## config.mk

```make
export PLATFORM = sky130hd
export DESIGN_NAME = word_serializer
export DESIGN_NICKNAME = d
export VERILOG_FILES = /design/src/rtl/accel_pkg.sv /design/src/rtl/beat_counter.sv /design/src/rtl/word_serializer.sv
export SDC_FILE = /design/constraint.sdc
export NUM_CORES = 1
export LEC_CHECK = 0
export BUFFER_PORTS_ARGS = -buffer_cell sky130_fd_sc_hd__buf_2
export CAP_MARGIN = 0
export CORE_ASPECT_RATIO = 0.6
export CORE_MARGIN = 2
export CORE_UTILIZATION = 41
export DETAILED_ROUTE_END_ITERATION = 6
export SYNTH_ARGS = -nofsm -noshare
export SYNTH_HDL_FRONTEND = slang
export SYNTH_SLANG_ARGS = --single-unit
```

## constraint.sdc

```tcl
create_clock -name clk -period 1.6 [get_ports clk]
set_input_delay 0.16 -clock clk [delete_from_list [all_inputs] [get_ports clk]]
set_output_delay 0.16 -clock clk [all_outputs]
set_load 0.02 [all_outputs]
```

## src/rtl/accel_pkg.sv

```systemverilog
// Shared accelerator datapath widths and serializer state type.
// Pure declarations: no latency, no backpressure.
package accel_pkg;

  localparam int ACC_WORD_W = 16;
  localparam int BEAT_W     = 4;

  typedef enum logic {
    IDLE  = 1'b0,
    SHIFT = 1'b1
  } ser_state_e;

  // A one-beat word still needs a 1-bit counter so ports never collapse to zero width.
  function automatic int cnt_width(input int beats);
    return (beats > 1) ? $clog2(beats) : 1;
  endfunction

endpackage

```

## src/rtl/beat_counter.sv

```systemverilog
// Modulo-BEATS beat index with clear and terminal count; one-cycle update latency.
// No handshake of its own: advances only when the parent asserts en.
module beat_counter
  import accel_pkg::*;
#(
  parameter int  BEATS = 4,
  localparam int CW    = cnt_width(BEATS)
) (
  input  logic          clk,
  input  logic          rst,
  input  logic          en,
  input  logic          clr,
  output logic [CW-1:0] cnt,
  output logic          tc
);

  localparam logic [CW-1:0] LAST = CW'(BEATS - 1);

  assign tc = (cnt == LAST);

  // clr wins over en: a reload on the last beat restarts the word at beat 0.
  always_ff @(posedge clk) begin
    if (!rst) begin
      cnt <= '0;
    end else if (clr) begin
      cnt <= '0;
    end else if (en) begin
      cnt <= tc ? '0 : cnt + CW'(1);
    end
  end

endmodule

```

## src/rtl/word_serializer.sv

```systemverilog
// Unloads one N-bit word as N/W W-bit beats, LSB first; beat 0 appears the cycle after accept.
// Beats hold under out_ready=0; in_ready reopens combinationally on the last beat's handshake.
module word_serializer
  import accel_pkg::*;
#(
  parameter int  N     = ACC_WORD_W,
  parameter int  W     = BEAT_W,
  localparam int BEATS = N / W,
  localparam int CW    = cnt_width(BEATS)
) (
  input  logic         clk,
  input  logic         rst,
  input  logic         in_valid,
  output logic         in_ready,
  input  logic [N-1:0] in_data,
  output logic         out_valid,
  input  logic         out_ready,
  output logic [W-1:0] out_data,
  output logic         out_last
);

  if ((W < 1) || (W > N) || ((N % W) != 0)) begin : g_bad_width
    $error("word_serializer: N must be a positive multiple of W");
  end

  ser_state_e    state_q;
  ser_state_e    state_d;
  logic [N-1:0]  shift_q;
  logic [CW-1:0] count;
  logic          cnt_tc;
  logic          accept;
  logic          beat_hs;

  assign out_valid = (state_q == SHIFT);
  assign out_data  = shift_q[W-1:0];
  assign out_last  = out_valid && (count == CW'(BEATS - 1));

  assign beat_hs  = out_valid && out_ready;
  assign in_ready = rst && ((state_q == IDLE) || (beat_hs && out_last));
  assign accept   = in_valid && in_ready;

  beat_counter #(
    .BEATS (BEATS)
  ) u_beat_counter (
    .clk (clk),
    .rst (rst),
    .en  (beat_hs),
    .clr (accept),
    .cnt (count),
    .tc  (cnt_tc)
  );

  always_ff @(posedge clk) begin
    if (!rst) begin
      state_q <= IDLE;
    end else begin
      state_q <= state_d;
    end
  end

  always_comb begin
    state_d = state_q;
    case (state_q)
      IDLE: begin
        if (accept) begin
          state_d = SHIFT;
        end
      end
      SHIFT: begin
        if (beat_hs && cnt_tc && !accept) begin
          state_d = IDLE;
        end
      end
      default: state_d = IDLE;
    endcase
  end

  // Draining the last beat clears the register so an idle block shows a zero beat.
  always_ff @(posedge clk) begin
    if (!rst) begin
      shift_q <= '0;
    end else if (accept) begin
      shift_q <= in_data;
    end else if (beat_hs) begin
      shift_q <= cnt_tc ? '0 : (shift_q >> W);
    end
  end

endmodule
```

# == After elaboration in Yosys (flattened, before gate mapping) ==
# Index checks and enable logic that the tools add are counted.
# totals
ff_bits,19
inputBits,20
out_inout_bits,7
elab_cells,25
# op_classes
n_addsub,1
n_eq_ne,1
mux,7
n_bitwise,2
n_reduce_logical,11
# op_table
op,n
$mux 16,2
$mux 12,1
$logic_and 1x1->1,7
$add 2x1->2 const B,1
$eq 2x2->1 const B,1
$mux 1,2
$mux 2,1
$not 1->1,2
$pmux 1 s2,1
$reduce_bool 2->1,1
$reduce_or 2->1,1
$logic_not 1->1,1
$logic_or 1x1->1,1

# == Longest topological paths before layout ==
# depth
word_depth,10
depth_mapped,6
depth_no_buf,4

# == Modules after synthesis ==
# Synthesis repeated with hierarchy kept, for this count alone.
# hier_totals
hier_cells,88
hier_area_um2,894.6
# modules_own_cells
module,instances,cells_per_inst,area_per_inst_um2,seq_area_each_um2
word_serializer,1,79,798.3,340.3
beat_counter,1,9,96.3,40.0

# == Worst setup path after synthesis ==
# OpenSTA, ideal clock, no wires.
# synth_timing
path_kind,register to register
from,"reg state_q, in the netlist out_valid"
to,reg u_beat_counter.cnt[1]
setup_ps,116
arrival_ps,1261
required_ps,1484
setup_slack_ps,223
path_stages_with_launch,5
path_buffers,1
period_less_slack_ps,1377
cell_sequence,dfxtp_1 > and2_4 > buf_6 > mux2_4 > and3_1
# synth_between
elab_chain_cells,6
word_cells_on_any_way,8
cone_classes,bitwise (1); reduce/logical (7)
# synth_rtl
item,line_no,text
start: declaration,word_serializer.sv:26,ser_state_e state_q;
start signal: assignment,word_serializer.sv:57,state_q <= state_d;
"$logic_and 1x1->1, on equally long branches","word_serializer.sv:38, word_serializer.sv:36",
$logic_and 1x1->1,word_serializer.sv:39,assign in_ready = rst && ((state_q == IDLE) || (beat_hs && out_last));
$logic_or 1x1->1,word_serializer.sv:39,
$logic_and 1x1->1,word_serializer.sv:39,
$logic_and 1x1->1,word_serializer.sv:40,assign accept = in_valid && in_ready;
$reduce_or 2->1 (no line),-,
end signal: assignment,beat_counter.sv:28,cnt <= tc ? '0 : cnt + CW'(1);
end: declaration,beat_counter.sv:13,"output logic [CW-1:0] cnt,"
# Parallel ways exist; a longest one is shown, timed or not.
# A chain may end at the register's enable or synchronous reset.

# == Final worst setup path ==
# layout_timing
from,reg u_beat_counter.cnt[0]
to,out in_ready
# layout_between
elab_chain_cells,5
# layout_rtl
item,line_no,text
$eq 2x2->1,word_serializer.sv:36,assign out_last = out_valid && (count == CW'(BEATS - 1));
$logic_and 1x1->1,word_serializer.sv:36,
$logic_and 1x1->1,word_serializer.sv:39,
$logic_or 1x1->1,word_serializer.sv:39,
$logic_and 1x1->1,word_serializer.sv:39,
end: declaration,word_serializer.sv:14,"output logic in_ready,"
# Every way passes these cells.

==> impl_metrics.json <==
{
  "holdCritPathClass": "input pin to register",
  "die-height_um": 42.96,
  "num-fill-cells": 250,
  "avgSynthCellArea_sq_um": 8.790,
  "syn_inst": 118,
  "relSlewSlack_pct": 71.37,
  "die_w_um": 68.94,
  "drv_cap": 0,
  "drive_gt1_share_pct": 31.43,
  "setup_violations": 0,
  "vdd_drop_max_mv": 0.5134,
  "slowest_delay_ns": 0.33,
  "cts-hold-fix-buffers": 0,
  "core_area_sq_um": 2452,
  "dieArea_sq_um": 2961,
  "drc": 0,
  "numCtsBuffers": 3,
  "wl_um": 2322,
  "yosys.area.top_type": "dfxtp_1",
  "hp-start": "in_data[6]",
  "critPathRequiredTime_ns": 1.44,
  "netlist_area_sq_um": 1037,
  "synth_cell_types": 28,
  "root_buffer": "clkbuf_8",
  "worstReg2RegEnd": "shift_q[1]$_SDFFE_PN0P_",
  "power.density_nw_per_um2": 899.1,
  "cts_tree": "yes",
  "ys_top_cells_by_area": "dfxtp_1, a21o_1, nand2b_1, nand3_1, a21oi_1",
  "startpoint": "u_beat_counter.cnt[0]$_SDFFE_PP0P_",
  "crit_buf_inv": 1,
  "firstDrtPassIters": 4,
  "post-route-util_pct": 49.03,
  "fmax_ghz": 0.6648,
  "cts.htree.levels": 1,
  "ys_warn_count": 0,
  "cp_top_family": "flip-flops",
  "grt_pass1_wl_um": 3705,
  "holdPathStages": 3,
  "worstHoldEndpoint": "shift_q[6]$_SDFFE_PN0P_",
  "multiInputGateArea_sq_um": 550.5,
  "clkLatencyLatePin_ns": 0.25,
  "dp_hpwl_um": 1561,
  "synth_top_area_share_pct": 36.67,
  "status": "complete, no violations",
  "nNetsFinal": 162,
  "clockBufferDepth": 2,
  "drt_iter0_markers": 75,
  "slew_violations": 0,
  "grt_max_degree": 22,
  "num_rows": 14,
  "ff2ff_setup_slack_ns": 0.22,
  "finClkSkew_ns": 0.002692,
  "power.total_mw": 1.081,
  "critical_path_class": "register to output pin",
  "period_minus_slack_ns": 1.504,
  "start_util_pct": 42.30,
  "hold_ws_ns": 0.1708,
  "n_antenna_cell": 0,
  "antenna_left": 0,
  "worst_pin_slew_ns": 0.4175,
  "yosysSeqAreaShare_pct": 36.67,
  "area_growth_pct": 15.92,
  "worst-path-max-fanout": 4,
  "grt_antenna_before_repair": 0,
  "p_leak_nw": 0.5906,
  "cts.sinks": 19,
  "dp_cells": 166,
  "crit_path_end_kind": "output pin",
  "critPathSlowestCell": "dfxtp_1",
  "arrival_ns": 1.34,
  "period_share_pct": 94.02,
  "grt_overflow": 0,
  "portBuffers": 26,
  "final-hold-violation-count": 0,
  "syn_nets": 139,
  "cp-start-kind": "register",
  "routed_via_density": 5.209,
  "clk_pin_slew_ns": 0.07,
  "cp_cell_sequence": "ha_1, a21bo_4, and2_4, buf_2",
  "stdcell_count": 172,
  "regArea_sq_um": 380.4,
  "ys_seq_elements": 19,
  "r2r-start": "u_beat_counter.cnt[0]$_SDFFE_PP0P_",
  "gr-usage-all-layers_pct": 17.51,
  "grt_pass1_vias": 784,
  "finalSetupTns_ns": 0,
  "vias": 896,
  "rr_worst_depth": 6,
  "gp_congestion": 0.7608,
  "ios": 27,
  "routedWlPerCell_um": 13.50,
  "rsz0062_at_grt": "false"
}
-- cell type report --
| type | instances | share of cell area, % |
|---|---|---|
| multi-input cells | 83 | 45.79 |
| well taps | 32 | 3.330 |
| inverters | 1 | 0.3122 |
| clock buffers | 4 | 3.746 |
| flip-flops and latches | 19 | 31.63 |
| repair buffers | 33 | 15.19 |
-- cell usage after synthesis --
cell type and n:
a21boi_2 1, and2_2 1, buf_6 4, and3b_1 1
nor2_1 1, buf_2 2, a22oi_1 1, a21oi_1 11
inv_1 1, clkbuf_1 3, buf_4 5, a21oi_2 1
mux2_4 2, and3_1 1, nand2_1 1, a21bo_2 1
nand2b_1 12, o21ai_0 10, mux2i_1 1, clkbuf_2 1
o21ai_1 2, nor2b_1 5, a21o_1 12, a32oi_1 4
nand3_1 12, ha_1 1, and2_4 2, dfxtp_1 19
-- tightest hold or removal path, stage by stage --
cell     delay (ns)
buf_2          0.10
nand3_1        0.07
a21oi_1        0.06
-- state kept, by name, summed over array words and instances (netlist names) --
signal	cells
u_beat_counter.cnt	2
out_valid	1
shift_q	16
-- power breakdown --
group          internal, mW  leakage [nW]  switching (mW)  total (mW)
combinational         0.102         0.411           0.115       0.217
sequential            0.511         0.157          0.0209       0.532
clock                 0.177        0.0228           0.155       0.332
total                 0.790         0.591           0.291        1.08
-- cell usage in the layout, fill, tap and decap left out, types with 2 or more instances in the layout --
| cell type | instances |
|---|---|
| a21o_1 | 12 |
| a21oi_1 | 11 |
| a32oi_1 | 4 |
| and2_4 | 2 |
| buf_2 | 26 |
| buf_4 | 7 |
| clkbuf_8 | 3 |
| dfxtp_1 | 19 |
| mux2_4 | 2 |
| nand2b_1 | 12 |
| nand3_1 | 12 |
| nor2b_1 | 5 |
| o21ai_0 | 10 |
| o21ai_1 | 2 |
-- how the worst max path moves through the flow --
stage,slack (ns),cells after the start,to
after floorplan,0.22,4,u_beat_counter.cnt[1]$_SDFFE_PP0P_
after global placement,0.30,5,shift_q[8]$_SDFFE_PN0P_
after detailed placement,0.27,5,shift_q[9]$_SDFFE_PN0P_
after CTS,0.03,4,in_ready
after global routing,0.04,4,out_last
final,0.1,4,in_ready
-- per-stage QoR --
step,cell area [sq um],setup slack (ns)
2_1_floorplan,1037,0.2231
3_3_place_gp,1136,0.3028
3_5_place_dp,1136,0.2716
4_1_cts,1181,0.02876
5_1_grt,1202,0.03527
6_report,1202,0.09573
-- routing by layer --
layer	part of all wire (%)	global-route usage, %	vias up	wire [um]
met5	0	0	-	0
met4	0.82	4.706	0	19
met3	5.7	6.366	2	132
met2	43	25.96	22	1004
met1	50	23.93	420	1165
li1	-	-	452	-
-- kinds of logic (layout without fill, tap and decap cells) --
logic type | count (synthesis) | count (layout) | share of synthesized area, %
multiplexers | 3 | 3 | 3.860
flip-flops | 19 | 19 | 36.67
AO/OA/AOI/OAI | 43 | 43 | 26.78
buffers and inverters | 16 | 38 | 10.86
AND/OR/NAND/NOR | 36 | 36 | 20.63
adder cells (fa/ha/maj) | 1 | 1 | 1.206
-- repair_timing --
action                                  4_1_cts  5_1_grt
gates resized for setup                       0        1
endpoints found under the setup margin        0        1
buffers inserted                              0        2
Note: power is estimated with default switching activity, not from simulation.
